--- src/rtl/register_file_mp_pkg.sv ---
// Shared defaults and byte-merge helper for the multi-port register file.
package register_file_mp_pkg;

  localparam int DEF_REG_NUM    = 32;
  localparam int DEF_REG_WIDTH  = 32;
  localparam int DEF_REG_ADDR_W = 5;
  localparam int DEF_READ_PORTS = 2;
  localparam int DEF_ZERO_REG   = 1;

  // Merge one byte lane: the new byte replaces the old one only when its enable is set.
  function automatic logic [7:0] merge_byte(input logic [7:0] old_b,
                                            input logic [7:0] new_b,
                                            input logic       be);
    return be ? new_b : old_b;
  endfunction

endpackage

--- src/rtl/regfile_scoreboard.sv ---
// Busy-bit scoreboard: set by reservations, cleared by load returns; busy_cnt registered.
// Latency: busy and busy_cnt update on the edge after the request; backpressure: none.
module regfile_scoreboard
  import register_file_mp_pkg::*;
#(
  parameter int REG_NUM    = DEF_REG_NUM,
  parameter int REG_ADDR_W = DEF_REG_ADDR_W,
  parameter int ZERO_REG   = DEF_ZERO_REG
) (
  input  logic                  clk,
  input  logic                  rst,
  input  logic                  rsv_en,
  input  logic [REG_ADDR_W-1:0] rsv_addr,
  input  logic                  wb_en,
  input  logic [REG_ADDR_W-1:0] wb_addr,
  output logic [REG_NUM-1:0]    busy,
  output logic [REG_ADDR_W:0]   busy_cnt
);

  logic [REG_NUM-1:0]  busy_nxt;
  logic [REG_ADDR_W:0] cnt_nxt;

  // Reservation is applied after the clear so a same-cycle rsv+wb leaves the register busy.
  always_comb begin
    busy_nxt = busy;
    cnt_nxt  = '0;
    for (int i = 0; i < REG_NUM; i++) begin
      if (wb_en && wb_addr == REG_ADDR_W'(i))
        busy_nxt[i] = 1'b0;
      if (rsv_en && rsv_addr == REG_ADDR_W'(i) && !(ZERO_REG != 0 && i == 0))
        busy_nxt[i] = 1'b1;
      cnt_nxt = cnt_nxt + (REG_ADDR_W+1)'(busy_nxt[i]);
    end
  end

  always_ff @(posedge clk or posedge rst) begin
    if (rst) begin
      busy     <= '0;
      busy_cnt <= '0;
    end else begin
      busy     <= busy_nxt;
      busy_cnt <= cnt_nxt;
    end
  end

endmodule

--- src/rtl/register_file_mp.sv ---
// Register file: N combinational read ports, two byte-enabled write ports (B wins per byte).
// Latency: reads 0 cycles, writes commit on clk; REGFILE_BYPASS_EN forwards same-cycle writes.
module register_file_mp
  import register_file_mp_pkg::*;
#(
  parameter int REG_NUM    = DEF_REG_NUM,
  parameter int REG_WIDTH  = DEF_REG_WIDTH,
  parameter int REG_ADDR_W = DEF_REG_ADDR_W,
  parameter int READ_PORTS = DEF_READ_PORTS,
  parameter int ZERO_REG   = DEF_ZERO_REG
) (
  input  logic                             clk,
  input  logic                             rst,
  input  logic [READ_PORTS*REG_ADDR_W-1:0] rd_addr,
  output logic [READ_PORTS*REG_WIDTH-1:0]  rd_data,
  output logic [READ_PORTS-1:0]            rd_busy,
  input  logic                             wa_en,
  input  logic [REG_ADDR_W-1:0]            wa_addr,
  input  logic [REG_WIDTH/8-1:0]           wa_be,
  input  logic [REG_WIDTH-1:0]             wa_data,
  input  logic                             wb_en,
  input  logic [REG_ADDR_W-1:0]            wb_addr,
  input  logic [REG_WIDTH/8-1:0]           wb_be,
  input  logic [REG_WIDTH-1:0]             wb_data,
  input  logic                             rsv_en,
  input  logic [REG_ADDR_W-1:0]            rsv_addr,
  output logic [REG_ADDR_W:0]              busy_cnt
);

  localparam int NBYTES = REG_WIDTH / 8;

  logic [REG_WIDTH-1:0] regs [REG_NUM];
  logic [REG_NUM-1:0]   busy;

  // Readable/writable: in range and not the hardwired zero register.
  function automatic logic addr_live(input logic [REG_ADDR_W-1:0] a);
    return ({1'b0, a} < (REG_ADDR_W+1)'(REG_NUM)) && !(ZERO_REG != 0 && a == '0);
  endfunction

  regfile_scoreboard #(
    .REG_NUM    (REG_NUM),
    .REG_ADDR_W (REG_ADDR_W),
    .ZERO_REG   (ZERO_REG)
  ) u_scoreboard (
    .clk      (clk),
    .rst      (rst),
    .rsv_en   (rsv_en),
    .rsv_addr (rsv_addr),
    .wb_en    (wb_en),
    .wb_addr  (wb_addr),
    .busy     (busy),
    .busy_cnt (busy_cnt)
  );

  always_ff @(posedge clk or posedge rst) begin
    if (rst) begin
      for (int i = 0; i < REG_NUM; i++)
        regs[i] <= '0;
    end else begin
      for (int i = 0; i < REG_NUM; i++) begin
        if (!(ZERO_REG != 0 && i == 0)) begin
          for (int b = 0; b < NBYTES; b++)
            regs[i][b*8 +: 8] <= merge_byte(
              merge_byte(regs[i][b*8 +: 8], wa_data[b*8 +: 8],
                         wa_en && wa_addr == REG_ADDR_W'(i) && wa_be[b]),
              wb_data[b*8 +: 8],
              wb_en && wb_addr == REG_ADDR_W'(i) && wb_be[b]);
        end
      end
    end
  end

  always_comb begin
    logic [REG_ADDR_W-1:0] addr;
    logic [REG_WIDTH-1:0]  word;
    logic                  bsy;
    rd_data = '0;
    rd_busy = '0;
    addr    = '0;
    word    = '0;
    bsy     = 1'b0;
    for (int p = 0; p < READ_PORTS; p++) begin
      addr = rd_addr[p*REG_ADDR_W +: REG_ADDR_W];
      if (addr_live(addr)) begin
        word = regs[addr];
        bsy  = busy[addr];
`ifdef REGFILE_BYPASS_EN
        for (int b = 0; b < NBYTES; b++)
          word[b*8 +: 8] = merge_byte(
            merge_byte(word[b*8 +: 8], wa_data[b*8 +: 8],
                       wa_en && wa_addr == addr && wa_be[b]),
            wb_data[b*8 +: 8],
            wb_en && wb_addr == addr && wb_be[b]);
        if (wb_en && wb_addr == addr && !(rsv_en && rsv_addr == addr))
          bsy = 1'b0;
`endif
        rd_data[p*REG_WIDTH +: REG_WIDTH] = word;
        rd_busy[p]                        = bsy;
      end
    end
  end

endmodule

--- config.mk ---
export PLATFORM = sky130hd
export DESIGN_NAME = register_file_mp
export DESIGN_NICKNAME = d
export VERILOG_FILES = /design/src/rtl/register_file_mp_pkg.sv /design/src/rtl/regfile_scoreboard.sv /design/src/rtl/register_file_mp.sv
export SDC_FILE = /design/constraint.sdc
export NUM_CORES = 2
export LEC_CHECK = 0
export ABC_CLOCK_PERIOD_IN_PS = 39600
export CAP_MARGIN = 20
export CORE_UTILIZATION = 45
export CTS_CLUSTER_DIAMETER = 100
export CTS_CLUSTER_SIZE = 16
export DETAILED_ROUTE_END_ITERATION = 8
export PLACE_DENSITY = 0.63
export SETUP_SLACK_MARGIN = 0.02
export SLEW_MARGIN = 5
export SYNTH_ARGS = -nofsm -noshare
export SYNTH_HDL_FRONTEND = slang
export SYNTH_HIERARCHICAL = 1
export SYNTH_SLANG_ARGS = --single-unit
--- constraint.sdc ---
create_clock -name clk -period 39.6 [get_ports clk]
set_input_delay 7.92 -clock clk [delete_from_list [all_inputs] [get_ports clk]]
set_output_delay 7.92 -clock clk [all_outputs]
set_load 0.005 [all_outputs]
==> metrics.txt <==
Core Region 146000 um^2; RSZ-0062 raised after global routing false; Worst Max-Slew Pin Slew 1.10 ns; Hold Vio Cnt, Final 0; Max-slew headroom between 20% and 30%; # fillers 13074; TritonRoute pass-1 iters 8; Setup CP Type in -> out; Switch Pwr 1.30 mW; non-filler instance count after layout roughly 7900; first-pass GRT wire length 354 mm; critical path buffer and inverter count 5; P_int 2.37 mW; Syn Nets 6279; final setup fails 0; Cell Chain, Critical Path buf_8, buf_4, buf_4, buf_4, mux4_1, mux2i_1, o22ai_1, a211o_1, clkdlybuf4s50_1; Num CTS Buffers 75; CP top delay family buffers and inverters; initial antenna violation count 9; register area 25800 um^2; Initial Utilization 45.3%; Total Routing Usage GR 32.4%; dpl hpwl approximately 150 mm; Flop pwr share between 40% and 50%; # rows 140; post-CTS setup buffer count 0; number of global-route vias before repair 50144; area of the multi-input gates 37600 um^2; clock sinks between 1000 and 1500; Lkg Pwr about 35 nW; DIE WIDTH 385 um; flops & latches, synth 1030; register area share after synthesis 39.0%; Total Wirelength roughly 240 mm; CTS tree yes; area grow syn2layout 7.34%; syn avg cell area 10.7 um^2; largest net degree at the start of global routing 181; Skew-Pair Late Insertion Delay 0.71 ns; drt wl/cell 30.8 um; H-tree levels 3; CP arrival 12.91 ns; # DRC 0; Peak Freq 0.0480 GHz; root cell of the clock tree clkbuf_16; Mapped Area 66000 um^2; Critical R2R Launch u_scoreboard/busy[19]; P per Cell Area ~52 nW/um^2; CP max-delay cell buf_4; Final GP Congestion about 0.92; Ports 174; final setup TNS 0 ns; min Tclk post-route between 20 and 25 ns; die area 148000 um^2; Via density 6.72; post-synth cell types 61; count of final max-slew check failures 0; Clock Power Share approximately a fifth; Sw Share between 30% and 40%; DR iter-0 viols 7206; setup ws final 18.77 ns; crit path from rd_addr[5]; synth warn 70; max cap viols 0; most frequent CP cell buf_4; Crit. End Element output port; Crit Path Max Fanout 81; slowest stage delay, CP 0.77 ns; crit path launch type input port; combinational share of power 36.2%; share of layout cells above drive strength 1 between 15 and 20%; Port Buffer Count around 170; Final period util between 50% and 60%; die height just under 400 um; CTS max path bufs 3; Post-DRT Antenna Nets 0; dpl ws 18.75 ns; end-of-flow core utilization 48.6%; number of synthesized flops with an enable pin 0; Post-CTS Hold Buffers 0; total gr overflow 0; Peak VDD IR 0.000232 V; post-CTS sizing 0; CP required 31.68 ns; Async SR Flop Fraction 100%; predominant post-synthesis flop cell dfrtp_1; worst hold path class reg -> reg; Syn Inst Count 6146; placed insts 7779; Via Count 52920; fin nets around 6000; clk slew on worst S/H paths 0.08 ns; Max Clock Skew approximately 0.014 ns; status completed; hold_sp regs[406]
==> cell usage after synthesis, types with 16 or more instances <==
cell type	count	area [um^2]
clkbuf_1	391	1470
mux4_1	30	788
nand2_1	52	195
a21oi_1	990	4950
nor2_1	1028	3860
a22oi_1	32	240
mux2_2	112	1260
inv_1	29	109
o21ai_0	108	541
nand3_1	52	260
mux2i_1	1126	11300
o21a_1	22	165
nand3_2	76	761
o22ai_1	71	444
a221oi_1	17	149
buf_1	41	154
dfrtp_1	1030	25800
buf_2	114	571
fa_1	24	480
buf_4	37	278
nand4_1	124	776
nor2b_1	16	100
mux4_2	431	9710
buf_6	18	203
a211o_1	46	403
a221o_1	17	170
==> flip-flops by register name, indices dropped and copies added, names as in the netlist <==
signal                 flops
u_scoreboard/busy_cnt      6
u_scoreboard/busy         32
regs                     992
==> logic make-up (layout without fill, tap and decap cells) <==
logic type / count (synthesis) / count (layout) / share of synthesized area, %
flip-flops: 1030 / 1030 / 39.0
other: 0 / 3 / 0
buffers and inverters: 634 / 443 / 4.26
XOR/XNOR: 3 / 3 / 0.0398
AND/OR/NAND/NOR: 1406 / 1406 / 9.69
multiplexers: 1699 / 1699 / 34.9
adder cells (fa/ha/maj): 31 / 31 / 0.860
AO/OA/AOI/OAI: 1343 / 1343 / 11.3
==> cell usage in the layout (no fill, tap or decap), types with 24 or more instances in the layout <==
cell and n:
a211o_1 46, a21oi_1 990, a22oi_1 32, buf_4 142, clkbuf_16 77, clkdlybuf4s50_1 160
dfrtp_1 1030, fa_1 24, inv_1 28, mux2_2 112, mux2i_1 1126, mux4_1 30
mux4_2 431, nand2_1 51, nand3_1 52, nand3_2 76, nand4_1 124, nor2_1 1023
o21ai_0 108, o22ai_1 71
==> worst register-to-register path, delay by kind of cell, from the launching register on <==
family	cells	cell delay, ns
AO/OA/AOI/OAI	3	0.45
XOR/XNOR	1	0.16
adder cells (fa/ha/maj)	8	3.69
buffers and inverters	5	0.29
flip-flops	1	0.43
AND/OR/NAND/NOR	1	0.16
==> layer usage <==
| metal | routed length (um) | global-route usage [%] | part of all wire (%) | up-vias |
|---|---|---|---|---|
| li1 | - | - | - | 22361 |
| met1 | 93700 | 43.6 | 39 | 26546 |
| met2 | 107000 | 48.3 | 44 | 3346 |
| met3 | 27800 | 8.97 | 11 | 659 |
| met4 | 13400 | 15.4 | 5.5 | 8 |
| met5 | 55 | 0 | 0.023 | - |
==> area by class of cell <==
type | instances | share of cell area (%)
multi-input cells | 4482 | 53.1
flip-flops and latches | 1030 | 36.4
repair buffers | 322 | 4.12
well taps | 1917 | 3.38
clock buffers | 79 | 2.74
inverters | 32 | 0.180
clock inverters | 10 | 0.125
diodes | 3 | 0.0106
==> power groups by stage <==
stage / Clock, mW / Sequential [mW] / Combinational [mW]
2_1_floorplan: 0 / 1.49 / 1.00
3_3_place_gp: 0 / 1.57 / 1.30
3_5_place_dp: 0 / 1.59 / 1.33
4_1_cts: 0.767 / 1.57 / 1.33
5_1_grt: 0.798 / 1.61 / 1.47
6_report: 0.760 / 1.58 / 1.33
==> final timing paths <==
kind	to	slack, ns	cells after the start
hold / removal	regs[406]	0.53	1
setup reg to reg	u_scoreboard/busy_cnt[4]	34.32	18
hold reg to reg	regs[406]	0.53	1
max in group asynchronous	regs[764]	28.12	6
setup / recovery	rd_data[47]	18.77	9
min in group asynchronous	regs[296]	7.87	2
==> metrics by stage <==
stage	hold WS [ns]	power [mW]	area (um^2)
2_1_floorplan	0.475	2.49	66000
5_1_grt	0.556	3.88	70900
3_5_place_dp	0.516	2.92	68800
4_1_cts	0.533	3.67	70800
6_report	0.532	3.67	70900
3_3_place_gp	0.503	2.87	68800
Note: power is estimated with default switching activity, not from simulation.
